**config.mk**
```make
export PLATFORM = sky130hd
export DESIGN_NAME = uart_rx_pkt_ctrl
export DESIGN_NICKNAME = d
export VERILOG_FILES = /design/src/rtl/uart_rx_pkt_ctrl.sv
export SDC_FILE = /design/constraint.sdc
export NUM_CORES = 1
export LEC_CHECK = 0
export ABC_AREA = 1
export CORE_MARGIN = 5
export CORE_UTILIZATION = 45
export DETAILED_ROUTE_END_ITERATION = 10
export PLACE_DENSITY = 0.72
export RECOVER_POWER = 100
export SYNTH_ARGS = -nofsm -noshare
export SYNTH_HDL_FRONTEND = slang
export SYNTH_SLANG_ARGS = --single-unit
```
**constraint.sdc**
```tcl
create_clock -name clk -period 3.1 [get_ports clk]
set_clock_uncertainty 0.1 [all_clocks]
set_input_delay 0.62 -clock clk [delete_from_list [all_inputs] [get_ports clk]]
set_output_delay 0.62 -clock clk [all_outputs]
set_load 0.01 [all_outputs]
```
**src/rtl/uart_rx_pkt_ctrl.sv**
```systemverilog
// UART packet receiver: hunts for SYNC, collects ADDR/LEN/payload/CHK, verifies the
// running checksum and replays the payload as a burst of register writes.
module uart_rx_pkt_ctrl #(
    parameter logic [7:0]  SYNC_BYTE   = 8'hA5,
    parameter int unsigned MAX_LEN     = 16,
    parameter int unsigned TIMEOUT_CYC = 50000
) (
    input  logic       clk,
    input  logic       rst_n,
    input  logic [7:0] rx_frame,
    input  logic       rx_done,
    input  logic       frame_error,
    output logic       wr_en,
    output logic [7:0] wr_addr,
    output logic [7:0] wr_data,
    input  logic       wr_ready,
    output logic       pkt_ok,
    output logic       pkt_err,
    output logic [1:0] err_code,
    output logic       rx_overrun,
    output logic       busy
);

    localparam int BUF_AW = (MAX_LEN > 1) ? $clog2(MAX_LEN) : 1;
    localparam int CNT_W  = $clog2(TIMEOUT_CYC);
    localparam logic [7:0]       MAX_LEN_B = 8'(MAX_LEN);
    localparam logic [CNT_W-1:0] TO_LAST   = CNT_W'(TIMEOUT_CYC - 1);

    typedef enum logic [2:0] {
        S_HUNT,
        S_ADDR,
        S_LEN,
        S_DATA,
        S_CHK,
        S_WRITE
    } state_t;

    typedef enum logic [1:0] {
        ERR_PARITY   = 2'd0,
        ERR_CHECKSUM = 2'd1,
        ERR_LENGTH   = 2'd2,
        ERR_TIMEOUT  = 2'd3
    } err_t;

    state_t           state;
    logic [7:0]       base;
    logic [7:0]       len;
    logic [7:0]       idx;
    logic [7:0]       sum;
    logic [CNT_W-1:0] to_cnt;
    logic [7:0]       buffer [2**BUF_AW];

    logic [7:0]        idx_nxt;
    logic [BUF_AW-1:0] wr_ptr;
    logic [BUF_AW-1:0] rd_ptr;

    assign idx_nxt = idx + 8'd1;
    assign wr_ptr  = idx[BUF_AW-1:0];
    assign rd_ptr  = idx_nxt[BUF_AW-1:0];

    // NOTE: the payload buffer has no reset; every entry is written in DATA before
    // WRITE reads it, so clearing it would only add reset fan-out to a RAM-like array.
    always_ff @(posedge clk) begin
        if (state == S_DATA && rx_done && !frame_error)
            buffer[wr_ptr] <= rx_frame;
    end

    // NOTE: the per-cycle pulse defaults and the counter increment at the top are
    // non-blocking, so any later assignment in the same branch overrides them.
    always_ff @(posedge clk or negedge rst_n) begin
        if (!rst_n) begin
            state      <= S_HUNT;
            base       <= '0;
            len        <= '0;
            idx        <= '0;
            sum        <= '0;
            to_cnt     <= '0;
            wr_en      <= 1'b0;
            wr_addr    <= '0;
            wr_data    <= '0;
            pkt_ok     <= 1'b0;
            pkt_err    <= 1'b0;
            err_code   <= '0;
            rx_overrun <= 1'b0;
            busy       <= 1'b0;
        end else begin
            pkt_ok     <= 1'b0;
            pkt_err    <= 1'b0;
            rx_overrun <= 1'b0;

            case (state)
                S_HUNT: begin
                    to_cnt <= '0;
                    if (rx_done && !frame_error && rx_frame == SYNC_BYTE) begin
                        state <= S_ADDR;
                        busy  <= 1'b1;
                    end
                end

                S_ADDR, S_LEN, S_DATA, S_CHK: begin
                    to_cnt <= to_cnt + 1'b1;
                    if (rx_done) begin
                        // A received byte always wins over a coincident timeout.
                        to_cnt <= '0;
                        if (frame_error) begin
                            state    <= S_HUNT;
                            busy     <= 1'b0;
                            pkt_err  <= 1'b1;
                            err_code <= ERR_PARITY;
                        end else if (state == S_ADDR) begin
                            base  <= rx_frame;
                            sum   <= rx_frame;
                            state <= S_LEN;
                        end else if (state == S_LEN) begin
                            if (rx_frame == 8'd0 || rx_frame > MAX_LEN_B) begin
                                state    <= S_HUNT;
                                busy     <= 1'b0;
                                pkt_err  <= 1'b1;
                                err_code <= ERR_LENGTH;
                            end else begin
                                len   <= rx_frame;
                                idx   <= '0;
                                sum   <= sum + rx_frame;
                                state <= S_DATA;
                            end
                        end else if (state == S_DATA) begin
                            sum <= sum + rx_frame;
                            idx <= idx_nxt;
                            if (idx == len - 8'd1)
                                state <= S_CHK;
                        end else begin
                            if (rx_frame == sum) begin
                                state   <= S_WRITE;
                                idx     <= '0;
                                wr_en   <= 1'b1;
                                wr_addr <= base;
                                wr_data <= buffer['0];
                            end else begin
                                state    <= S_HUNT;
                                busy     <= 1'b0;
                                pkt_err  <= 1'b1;
                                err_code <= ERR_CHECKSUM;
                            end
                        end
                    end else if (to_cnt == TO_LAST) begin
                        to_cnt   <= '0;
                        state    <= S_HUNT;
                        busy     <= 1'b0;
                        pkt_err  <= 1'b1;
                        err_code <= ERR_TIMEOUT;
                    end
                end

                S_WRITE: begin
                    to_cnt <= '0;
                    if (rx_done)
                        rx_overrun <= 1'b1;
                    if (wr_en && wr_ready) begin
                        if (idx == len - 8'd1) begin
                            wr_en  <= 1'b0;
                            pkt_ok <= 1'b1;
                            state  <= S_HUNT;
                            busy   <= 1'b0;
                        end else begin
                            idx     <= idx_nxt;
                            wr_addr <= base + idx_nxt;
                            wr_data <= buffer[rd_ptr];
                        end
                    end
                end

                default: begin
                    state <= S_HUNT;
                    busy  <= 1'b0;
                    wr_en <= 1'b0;
                end
            endcase
        end
    end

endmodule

```
# Yosys cells after proc, flatten, opt, wreduce, memory -nomap -nowiden
# Memory sizes are Yosys's and may differ from the RTL's.
# Index checks and enable logic that the tools add are counted.
dict set report totals {
  reg_bits 74
  mem_bits_rw 128
  input_bits 13
  out_inout_bits 23
  elab_cells 172
  memories 1
}
dict set report op_classes {
  addsub 5
  magnitude_cmp 1
  eq_ne 32
  muxes 91
  bitwise 4
  reduce_logical 24
}
# name depth word_bits rd rd_ports_with_merged_regs wr line_no
set memory_table {}
lappend memory_table {buffer 16 8 2 0 1 51} ;# logic [7:0] buffer [2**BUF_AW];
# operator count
set ops {}
lappend ops {{8-bit 2-to-1 mux} 29}
lappend ops {{8-bit case mux with 2 select lines} 3}
lappend ops {{1-bit 2-to-1 mux} 33}
lappend ops {{3-bit 2-to-1 mux} 11}
lappend ops {{16-bit 2-to-1 mux} 2}
lappend ops {{16-bit case mux with 2 select lines} 1}
lappend ops {{2-bit inequality test, second input constant} 10}
lappend ops {{2-bit 2-to-1 mux} 9}
lappend ops {{9-bit AND reduction} 2}
lappend ops {{16-bit by 1-bit adder with 16-bit output, second input constant} 1}
lappend ops {{8-bit adder} 2}
lappend ops {{16-bit == test, second input constant} 1}
lappend ops {{8-bit == test} 2}
lappend ops {{8-bit AND reduction} 2}
lappend ops {{5-bit inequality test, second input constant} 3}
lappend ops {{3-bit inequality test, second input constant} 4}
lappend ops {{4-bit inequality test, second input constant} 3}
lappend ops {{6-bit AND reduction} 2}
lappend ops {{5-bit AND reduction} 2}
lappend ops {{3-bit case mux with 3 select lines} 1}
lappend ops {{8-bit by 1-bit adder with 8-bit output, second input constant} 1}
lappend ops {{8-bit == test, second input constant} 1}
lappend ops {{8-bit by 5-bit greater-than comparator with 1-bit output, second input constant} 1}
lappend ops {{8-bit logical NOT} 1}
lappend ops {{other kinds (17)} 30}

# Longest topological paths before layout
# Gate-level depths: netlist of the first run.
dict set report depth {
  word_depth 9
  mapped_depth 20
  ltp_nobuf 19
}

# Least setup slack after synthesis of the first run
# Ideal clock, no wire load.
dict set report synth_timing {
  path_kind {register to register}
  start {register idx[0]}
  end {register wr_addr[7]}
  arrival_time_ps 2349
  required_ps 2883
  slack_ps 533
  stages_incl_launch_ff 16
  path_buffers 1
  period_less_slack_ps 2567
  path_cell_list {dfrtp_1 -> ha_1 -> xnor2_4 -> inv_2 -> buf_2 -> ha_1 -> a21oi_1 -> nand2_1 -> a21oi_1 -> inv_1 -> nand2_1 -> nand2_1 -> nand2_1 -> nand2_1 -> nand3_1 -> nand2_1}
}
dict set report synth_via {
  elab_chain_cells 5
  elab_cells_between_ends 8
  classes_between {2 x add/sub; 2 x eq/ne; 3 x mux; 1 x reduce/logical}
}
# item line_no
set synth_rtl {}
lappend synth_rtl {{start, declared} 48} ;# logic [7:0] idx;
lappend synth_rtl {{start signal, assigned} 128} ;# idx <= idx_nxt;
lappend synth_rtl {{start signal, assigned} 165} ;# idx <= idx_nxt;
lappend synth_rtl {{8-bit by 1-bit adder with 8-bit output} 57} ;# assign idx_nxt = idx + 8'd1;
lappend synth_rtl {{8-bit adder} 166} ;# wr_addr <= base + idx_nxt;
lappend synth_rtl {{8-bit 2-to-1 mux} 159} ;# if (idx == len - 8'd1) begin
lappend synth_rtl {{8-bit 2-to-1 mux} 158} ;# if (wr_en && wr_ready) begin
lappend synth_rtl {{8-bit case mux with 2 select lines} 91} ;# case (state)
lappend synth_rtl {{end signal, assigned} 136} ;# wr_addr <= base;
lappend synth_rtl {{end signal, assigned} 166}
lappend synth_rtl {{end, declared} 14} ;# output logic [7:0] wr_addr,
# Parallel ways exist; a longest one is shown, timed or not. The select of a mux whose other input is x is not followed.
# A chain may end at the register's enable or synchronous reset.

# Final worst setup path of the first run
dict set report layout_timing {
  start {input rx_frame[6]}
  end {register len[1]}
}
dict set report layout_via {
  elab_chain_cells 4
  elab_cells_between_ends 5
  classes_between {1 x order compare; 1 x bitwise; 3 x reduce/logical}
}
# item line_no
set layout_rtl {}
lappend layout_rtl {{start, declared} 10} ;# input logic [7:0] rx_frame,
lappend layout_rtl {{8-bit by 5-bit greater-than comparator with 1-bit output or 8-bit logical NOT (tied branches)} 115} ;# if (rx_frame == 8'd0 || rx_frame > MAX_LEN_B) begin
lappend layout_rtl {{1-bit logical OR (*)} 115}
lappend layout_rtl {{1-bit NOT (no line) (*)} --}
lappend layout_rtl {{6-bit AND reduction (no line) (*)} --}
lappend layout_rtl {{end signal, assigned} 121} ;# len <= rx_frame;
lappend layout_rtl {{end, declared} 47} ;# logic [7:0] len;
# Mark *: on every way between the ends. The rest lies on a longest branch, timed or not.

==> results.md, run 1 <==
- The run finished with clean final reports.
- The starting DRC count in detailed routing is 798.
- For this run, design rule violations remaining after detail routing come to 0.
- Relative to the synthesized area, the layout overhead comes to 14.6%.
- The sequential share of power is 35.4%.
- The maximum net fanout on the critical path is 18.
- The total setup buffers inserted after CTS is 0.
- The worst register-to-register path begins at state[1]$_DFFE_PN0P_.
- The number of antenna violations at the first check in global routing is 0.
- Setup repair after global routing left no endpoint under its margin.
- The worst endpoint required time is 3.41 ns.
- The clock network burns 29.3% of the power.
- The yosys synthesis warning count is 0.
- The number of different library cells used by synthesis comes to 49.
- Once the clock tree was built, the resizer swapped 0 gates to a different size.
- Dividing the detail-routed wire length by the instance count gives 17.1 microns.
- The via count of the first global-routing pass is 7792.
- The count of nets after finishing is 1203.
- After clock tree synthesis, the clock-pin slew on the worst setup and hold paths is 0.06 ns.
- Setup violations remaining at the end of the flow were counted as 0.
- Counting the buffers created by CTS gives 22.
- The filler cell count is 2019.
- The global routing usage summed across all routing layers is 19.5%.
- The floorplan row count is 55.
- The clock latency on the worst-skew pair is 0.50 ns.
- The met1 wire length is 10600 microns.
- Entering global routing, the biggest net connects 66 pins.
- Cells with a size suffix above 1 make up 7.77% of the layout.
- The detailed-placement wirelength estimate is 16800 microns.
- The repair_antennas step left the layout with diodes totalling 0.
- Summed over its instances, the top area cell type makes up 37.9% of the synthesized netlist area.
- In the synthesized netlist, the number of instances is 1104.
- The count of TritonRoute iterations in the first routing pass is 6.
- The worst setup path is of the input port to flop kind.
- The internal power of the cells totals 0.00606 W.
- The most frequently used flop master after synthesis is edfxtp_1.
- The multi-input combinational cells in the finished layout cover a total of 3860 sq um.
- The period utilization is 92.4%.
- The leakage power is 4.87 nW.
- Clock tree synthesis found a total of 202 sinks.
- Data arrives at the worst endpoint at 3.17 ns.
- Of the total power, the share spent switching nets is 36.5%.
- The combinational share of power is 35.3%.
- After routing the design area is 11600 sq um.
- The cell type with the largest total area after synthesis is edfxtp_1.
- The die covers 25600 sq um.
- The final layout contains routed wiring with a total length of 25100 microns.
- The number of nets handed over by synthesis was 1139.
- The sequential area share after synthesis is 56.2%.
- In this run the horizontal extent of the chip is 160 microns.
- The number of vias per cell after detailed routing is 5.44.
- The starting density of the core is 45.2%.
- For the pin with the worst max-slew slack, the measured transition is 1.35 ns.
- In this run the tightest slew margin relative to its limit is 10.2%.
- The sort of element at the start of the critical path is an input port.
- The type of the most critical hold path is input port to asynchronous set/reset pin.
- The average cell area after synthesis is 9.18 sq um.
- The max-capacitance violation count is 0.
- The clock tree from TritonCTS is yes.
- Summed over all layers, the global routing overflow is 0.
- The synthesis-stage register bit count is 202.
- The number of top-level design ports is 36.
- Derived from the worst setup path, the maximum achievable clock frequency is 349 MHz.
- Summing every instance area after synthesis gives 10100 sq um.
- The tree is rooted in a clkbuf_16.
- In the post-synthesis netlist, the biggest area contributors are edfxtp_1, dfrtp_1, nand2_1, nor2_1, o21ai_0.
- The total net switching power is 0.00349 W.
- The routed length on met2 is 12400 microns.
- The die is 160 microns tall.
- The worst setup path is captured at a flop.
- Detailed routing placed a total of 1440 microns of wire on met3.
- Counting flops with a built-in enable in the synthesized netlist gives 128.
- The global placer's final weighted congestion is 0.871.
- The wire length of the first global-routing pass is 40900 microns.
- Counting I/O delays and the setup requirement, the final critical path takes 2.86 ns.
- The commonest non-fill, non-tap cell in the layout is nand2_1.
- Tracing the worst setup path back leads to its startpoint at rx_frame[6].
- The detail route stage leaves a number of antenna-violating nets equal to 0.
- The maximum buffer depth of the clock tree is 3.
- The share of synthesized registers carrying an async set or reset is 36.6%.
- For this block, the via count after detailed routing is 7989.
- In the layout the commonest cells are nand2_1, nor2_1, edfxtp_1.
- The number of pins with negative max-slew slack in the final report is 0.
- The maximum resistive drop on vdd is 409 uV.
- The area taken by flip-flops and latches is 5700 sq um.
- The setup TNS is 0 ns.
- The number of buffer cells added on primary ports is 35.
- The core region is 22400 sq um.
- The total count of hold-check failures in the final report is 0.
- The post-place instance area is 11000 sq um.
- The highest routing layer actually used is met4.
- The hold-fix buffer count after cts is 0.
- The total power density per cell area is 823 nW/um^2.
- In this run the number of H-tree levels came out at 1.
## kinds of logic after synthesis
family                     share of synthesized area [%]
muxes                                              0.395
xor gates and xnor gates                            1.74
AOI/OAI and AO/OA                                   10.1
buffers and inverters                               5.26
DFF                                                 56.2
adders and majority gates                           2.86
and+or+nand+nor                                     23.5
## worst max-delay path: stages
cell and delay, ns:
dlygate4sd3_1 0.64, clkbuf_1 0.38, nor3_1 0.26, nand3_1 0.16, nor3_1 0.16, clkbuf_1 0.55, nand2_1 0.23, o21ai_0 0.14
## final timing paths
check,to,slack (ns),cells after the start
min,wr_data[7]$_DFFE_PN0P_,0.31,1
max reg2reg,buffer[2][1]$_DFFE_PP_,0.30,9
max in group asynchronous,wr_data[1]$_DFFE_PN0P_,1.18,2
min in group clk,busy$_DFFE_PN0P_,0.38,2
min reg2reg,busy$_DFFE_PN0P_,0.38,2
max,len[1]$_DFFE_PN0P_,0.24,8
## cell type report
cell class	instances	share of cell area, %
clock buffers	30	5.35
clock inverters	10	1.32
inverters	87	2.83
multi-input cells	775	33.2
flip-flops and latches	202	49.0
well taps	285	3.07
repair buffers	80	5.16
## power groups by stage
stage | combinational, W | sequential (W) | clock (W)
4_1_cts | 0.00352 | 0.00339 | 0.00283
6_report | 0.00338 | 0.00338 | 0.00280
3_5_place_dp | 0.00350 | 0.00344 | 0
3_3_place_gp | 0.00342 | 0.00344 | 0
2_1_floorplan | 0.00248 | 0.00344 | 0
5_1_grt | 0.00382 | 0.00342 | 0.00295
## flip-flops by register name, indices dropped and copies added (netlist names)
register	cells
rx_overrun	1
wr_addr	8
pkt_err	1
pkt_ok	1
base	8
sum	8
busy	1
len	8
wr_data	8
idx	8
wr_en	1
state	3
to_cnt	16
buffer	128
err_code	2
## cells in the mapped netlist, types with 3 or more instances
cell type,n
a211oi_1,3
a21oi_1,29
buf_2,19
buf_6,3
clkbuf_1,15
dfrtp_1,74
edfxtp_1,128
ha_1,20
inv_1,75
inv_2,11
mux2i_1,4
nand2_1,251
nand2_2,6
nand2_4,4
nand3_1,74
nand3_2,3
nand4_1,21
nor2_1,161
nor2_2,6
nor3_1,11
o211ai_1,17
o21ai_0,95
o21ai_1,18
o21ai_2,6
o31ai_1,3
xnor2_1,3
xor2_1,14
## layer usage
metal	GRT usage, %	vias to the layer above
li1	-	3868
met1	26.5	3807
met2	32.7	263
met3	2.79	51
met4	5.94	0
met5	0	-
## stage by stage
| stage | hold WS, ns | std cells | power (W) | setup slack (ns) | util (%) |
|---|---|---|---|---|---|
| 2_1_floorplan | 0.224 | 1104 | 0.00592 | 0.533 | - |
| 3_3_place_gp | 0.364 | 1429 | 0.00686 | 0.210 | 49.0 |
| 3_5_place_dp | 0.371 | 1429 | 0.00694 | 0.190 | 49.0 |
| 4_1_cts | 0.0767 | 1469 | 0.00974 | 0.427 | 52.5 |
| 5_1_grt | 0.407 | 1469 | 0.0102 | 0.0839 | 51.8 |
| 6_report | 0.311 | 1469 | 0.00955 | 0.235 | 51.8 |
(Power assumes the default switching activity.)
==> run 2, diff against run 1 <==
- CTS_CLUSTER_DIAMETER: not set -> 80
==> results of run 2 <==
No change in the layout: final DEF, timing and power equal those of run 1.
==> run 3, diff against run 2 <==
- SKIP_CTS_REPAIR_TIMING: not set -> 1
- clock period: 3.1 -> 3 ns (I/O delays scaled with it)
==> run 3 against run 2 <==
Against the previous run: the run now ends with max-capacitance violations, max-slew violations left; combinational power increased by 6%; cell area increased by 0.12%; first-iteration DRC count decreased by 17%; sequential cell count unchanged; sequential share of layout area about the same; non-clock buffer count increased by 2; utilization increased by 0.061 points; register-to-register slack got worse by 0.12 ns; highest routed layer unchanged.
==> results.md, run 3 (synthesis results as in run 1) <==
- The path type of the worst setup path is input port to flop.
- The number of buffer cells added on primary ports is 35.
- The number of endpoints failing setup at the final stage is 0.
- Setup repair after global routing left no endpoint under its margin.
- Clock tree synthesis found a total of 202 sinks.
- The starting DRC count in detailed routing is 666.
- The worst hold path begins at wr_data[4]$_DFFE_PN0P_.
- The finished cells cover 11600 sq um.
- The signed area change from the synthesized netlist to the final layout is 14.8%.
- The ratio of cells with drive above 1 in the final layout is 8.35%.
- The layout has 1996 filler cells.
- The routed wire length per instance is 17.2 microns.
- In this run the critical register-to-register path is launched from state[2]$_DFFE_PN0P_.
- The count of antenna diodes in the layout is 0.
- For this block, the routed nets add up to 25300 microns of wire.
- The cell at the slowest stage of the critical path is clkbuf_1.
- Once the floorplan was initialized, standard cells occupied 45.2% of the core.
- Headroom to the max-slew limit came out at -25.5%.
- The number of antenna violations at the first check in global routing is 0.
- The number of pins with negative max-slew slack in the final report was 75.
- For this design the ratio of total power to cell area is 851 nW/um^2.
- The first detailed-routing pass ran for 6 iterations.
- The top register by number of flip-flops is buffer.
- The maximum resistive drop on vdd is 553 uV.
- The post-place instance area is 11000 sq um.
- The worst register-to-register path ends at buffer[11][2]$_DFFE_PP_.
- The number of levels in the clock H-tree is 1.
- The wire length of the first global-routing pass is 40500 microns.
- The via count of the first global-routing pass is 7614.
- In the final timing run, aggregate negative setup slack is 0 ns.
- The sort of element at the end of the critical path is a flop.
- The post-layout minimum cycle time is 2.85 ns.
- Leaving out fill and tap cells, the most frequent cells in the layout are nand2_1, nor2_1, edfxtp_1.
- The via count of the routed design is 7967.
- Across all register-to-register paths, the minimum setup slack is 0.18 ns.
- The detailed-placement wirelength estimate is 16900 microns.
- The width of the die is 160 microns.
- The register with the most flip-flops in the layout has 128 of them.
- At the end of routability-driven placement, the weighted congestion stood at 0.914.
- Counting along the longest clock path gives a buffer depth of 3.
- After floorplanning, the core was divided into 55 placement rows.
- The slew at the pin closest to its max-slew limit is 1.88 ns.
- The worst endpoint required time is 3.28 ns.
- The final critical path takes up 94.9% of the cycle.
- From bottom edge to top edge, the die measures 160 microns.
- The clock tree from TritonCTS is yes.
- Dividing the detail-routed via count by the number of cells gives 5.42.
- The later pin in the worst-skew pair is clocked with a latency of 0.50 ns.
- In this run the static leakage power is 4.87 nW.
- The residual overflow from global routing is 0.
- Entering global routing, the biggest net connects 75 pins.
- The die covers 25600 sq um.
- Derived from the worst setup path, the maximum achievable clock frequency is 351 MHz.
- The remaining routing DRC violations is 0.
- The number of instances on the worst hold path is 2.
- Of all nets on the critical path, the largest fanout is 19.
- For this design the top-level I/O count stands at 36.
- The worst hold-check slack is 0.376 ns.
- The commonest non-fill, non-tap cell in the layout is nand2_1.
- Global routing used 19.4% of the available tracks.
- The number of cells on the worst reg-to-reg path is 8.
- The utilization of the core after routing is 51.8%.
- The core outline area is 22400 sq um.
- The worst-case hold path end point is wr_data[4]$_DFFE_PN0P_.
- In this run the remaining antenna-violating nets after routing total 0.
- The max-capacitance violation count is 1.
- The cell repeated most along the worst path is nand2_1.
- The root buffer cell is clkbuf_16.
- The largest single stage delay on the critical path is 0.84 ns.
- The total count of hold-check failures in the final report was 0.
- The worst setup path is launched from an input port.
- Traced cell by cell, the critical path runs through clkdlybuf4s50_1 > clkbuf_1 > nand4_1 > o21ai_1 > nand2_1 > nor2_1 > nand3_1 > nand2_1 > nand2_1.
- STA puts the critical path data arrival time at 3.13 ns.
- The final reports fail on max-capacitance violations, max-slew violations.
- The min-delay analysis places its worst path in the category flop to flop.
- Together, buffers and inverters on the worst path number 2.
- After clock tree synthesis, the clock-pin slew on the worst setup and hold paths is 0.06 ns.
- The CTS buffer count is 22.
- The flow ran to the end, but the final reports show violations.
- In this design, the largest share of critical-path delay is due to buffers and inverters.
- In the final layout, the registers with the most flip-flops are buffer (128), to_cnt (16).
- The count of nets after finishing is 1205.
[run 3: changes by cell type in the layout (fill, tap and decap cells not counted), sizes merged]
cell / previous run / this run
buf: 19 / 20
clkbuf: 57 / 55
clkdlybuf4s50: 5 / 4
clkinv: 6 / 7
clkinvlp: 0 / 3
dlygate4sd3: 29 / 30
inv: 87 / 86
[run 3: worst register-to-register path, delay by kind of cell (launching register included)]
kind	cells	cell delay, ns
and+or+nand+nor	5	1.18
buffers and inverters	3	0.72
DFF	1	0.44
[run 3: per-layer routing]
metal	vias to the layer above	global-route usage, %	part of all wire (%)
li1	3864	-	-
met1	3796	26.3	42
met2	268	32.9	49
met3	39	2.27	6.2
met4	0	5.75	2.2
met5	-	0	0
[run 3: how the worst max path moves through the flow]
stage | endpoint | cells past startpoint | startpoint | slack (ns)
floorplan | wr_addr[7]$_DFFE_PN0P_ | 15 | idx[0]$_DFFE_PN0P_ | 0.43
global placement | idx[6]$_DFFE_PN0P_ | 13 | rx_frame[1] | 0.13
detailed placement | idx[1]$_DFFE_PN0P_ | 13 | rx_frame[3] | 0.04
CTS | wr_addr[7]$_DFFE_PN0P_ | 17 | idx[1]$_DFFE_PN0P_ | 0.18
global route | buffer[2][5]$_DFFE_PP_ | 8 | state[2]$_DFFE_PN0P_ | 0.03
finish | state[0]$_DFFE_PN0P_ | 9 | rx_frame[0] | 0.15
[run 3: power breakdown]
group          leakage, nW  internal (W)  switching (W)
logic                 2.42       0.00124        0.00232
clock network        0.361       0.00175        0.00108
registers             2.09       0.00327       0.000228
total                 4.87       0.00626        0.00364
[run 3: area by class of cell]
cell class                      count  area [sq um]  share of cell area, %
Sequential cell                   202          5700                   49.0
Multi-Input combinational cell    775          3850                   33.1
Timing Repair Buffer               82           634                   5.45
Clock buffer                       27           591                   5.08
Tap cell                          285           357                   3.07
Inverter                           87           329                   2.83
Clock inverter                     13           174                   1.50
[run 3: through the flow]
| step | instances | worst slack, ns | power, W |
|---|---|---|---|
| 3_3_place_gp | 1431 | 0.127 | 0.00716 |
| 4_1_cts | 1471 | 0.182 | 0.0101 |
| 2_1_floorplan | 1104 | 0.433 | 0.00612 |
| 5_1_grt | 1471 | 0.0272 | 0.0105 |
| 6_report | 1471 | 0.154 | 0.00989 |
| 3_5_place_dp | 1431 | 0.0428 | 0.00724 |
==> patch, RTL diff (settings of run 3) <==
Put one more register stage on the output `rx_overrun`. The value now appears one clock later. The other outputs are not delayed to match.
--- a/src/rtl/uart_rx_pkt_ctrl.sv
+++ b/src/rtl/uart_rx_pkt_ctrl.sv
@@ -44,2 +44,4 @@
 
+    logic rx_overrun_s0;
+
     state_t           state;
@@ -83,3 +85,3 @@
             err_code   <= '0;
-            rx_overrun <= 1'b0;
+            rx_overrun_s0 <= 1'b0;
             busy       <= 1'b0;
@@ -88,3 +90,3 @@
             pkt_err    <= 1'b0;
-            rx_overrun <= 1'b0;
+            rx_overrun_s0 <= 1'b0;
 
@@ -156,3 +158,3 @@
                     if (rx_done)
-                        rx_overrun <= 1'b1;
+                        rx_overrun_s0 <= 1'b1;
                     if (wr_en && wr_ready) begin
@@ -180,2 +182,6 @@
 
+    always_ff @(posedge clk) begin
+        rx_overrun <= rx_overrun_s0;
+    end
+
 endmodule
Formal check against the unedited RTL: same outputs for any inputs over 4 cycles, from zero or initial values and one cycle with rst_n low; that may be too few to reach the edited logic, so the function may still have changed.
==> patch against run 3 <==
- non-clock buffer count up 2
- fmax up 0.56%
- wire length is 1.0% lower
- total power shrank 3.4%
- cell area fell by 0.69%
- setup slack improved by 16 ps
- synthesized area grew 0.20%
- sequential cell count grew 1
- cell count is 0.20% higher
- critical path type unchanged
- largest cell class unchanged
==> patch: results (changes against run 3) <==
| Metric | Value |
|---|---|
| Critical Path Sink | idx[4] (was state[0]) |
| Total number of vias | 7949 (was 7967) |
| Number of global-route vias before repair | 7787 (was 7614) |
| Placed inst area | 11000 µm² (about the same) |
| Critical Path AT | 3180 ps (was 3130 ps) |
| Hold_ws | 242 ps (was 376 ps) |
| DR vias/cell | 5.39 (was 5.42) |
| Pre-CTS setup slack | -3.25 ps (was 42.8 ps) |
| Total gr overflow | 0 (unchanged) |
| DR iter-0 viols | 723 (was 666) |
| Leak | 4.85 nW (was 4.87 nW) |
| RR Endpoint | buffer[11][4] (was buffer[11][2]) |
| Worst Setup SP | rx_frame[2] (was rx_frame[0]) |
| Outcome | completed (was finished, violations left) |
| Synthesized area per cell | 9.19 µm² (was 9.18 µm²) |
| Largest fanout on the critical path | 21 (was 19) |
| GPL Wtd Cong | 0.907 (was 0.914) |
| First-pass GRT wire length | 41000 µm (was 40500 µm) |
| DRT Pass-1 Iters | 5 (was 6) |
| Final #Nets | 1208 (was 1205) |
| Count of different cell masters after synthesis | 50 (was 49) |
| Final HPWL DP | 17100 µm (was 16900 µm) |
| Worst hold start | rx_overrun_s0 (was wr_data[4]) |
| Register area share after synthesis | 56.3% (was 56.2%) |
| Total track usage | 19.6% (was 19.4%) |
| Fraction of registers with async set/reset | 36.5% (was 36.6%) |
| Routed length per instance | 17.0 µm (was 17.2 µm) |
| Hold path endpoint | rx_overrun (was wr_data[4]) |
| Slew margin rel. | 8.29% (was -25.5%) |
| Dpl cells | 1434 (was 1431) |
| Period utilization | 94.3% (was 94.9%) |
| Hold path depth | 0 (was 2) |
| Final setup viols | 0 (unchanged) |
| Area contributors post-synth | edfxtp_1, dfrtp_1, nand2_1 (unchanged) |
| Net count after synthesis | 1140 (was 1139) |
[patch: changes by cell type after synthesis, sizes merged]
cell and change:
dfxtp +1
[patch: per-layer routing]
metal,vias up,GRT usage [%],part of all wire [%]
li1,3877,-,-
met1,3760,26.1,43
met2,265,33.4,49
met3,47,2.74,5.7
met4,0,5.91,2.7
met5,-,0,0
[patch: where the power goes]
group / leakage [nW] / switching [mW] / total, mW / internal (mW)
logic: 2.43 / 2.30 / 3.52 / 1.22
clock network: 0.322 / 1.07 / 2.52 / 1.46
registers: 2.10 / 0.233 / 3.51 / 3.28
[patch: cell families after synthesis]
group	Yosys count	share of synthesized area, %
compound gates	181	10.0
xor+xnor	18	1.74
fa+ha+maj	22	2.86
buf+inv	127	5.25
flops	203	56.3
mux	4	0.394
simple gates	550	23.4
[patch: layout make-up]
class,count,area [µm²]
Fill cell,2040,10900
Sequential cell,203,5720
Multi-Input combinational cell,775,3860
Clock buffer,33,633
Timing Repair Buffer,84,621
Tap cell,285,357
Inverter,87,329
Clock inverter,7,37.5
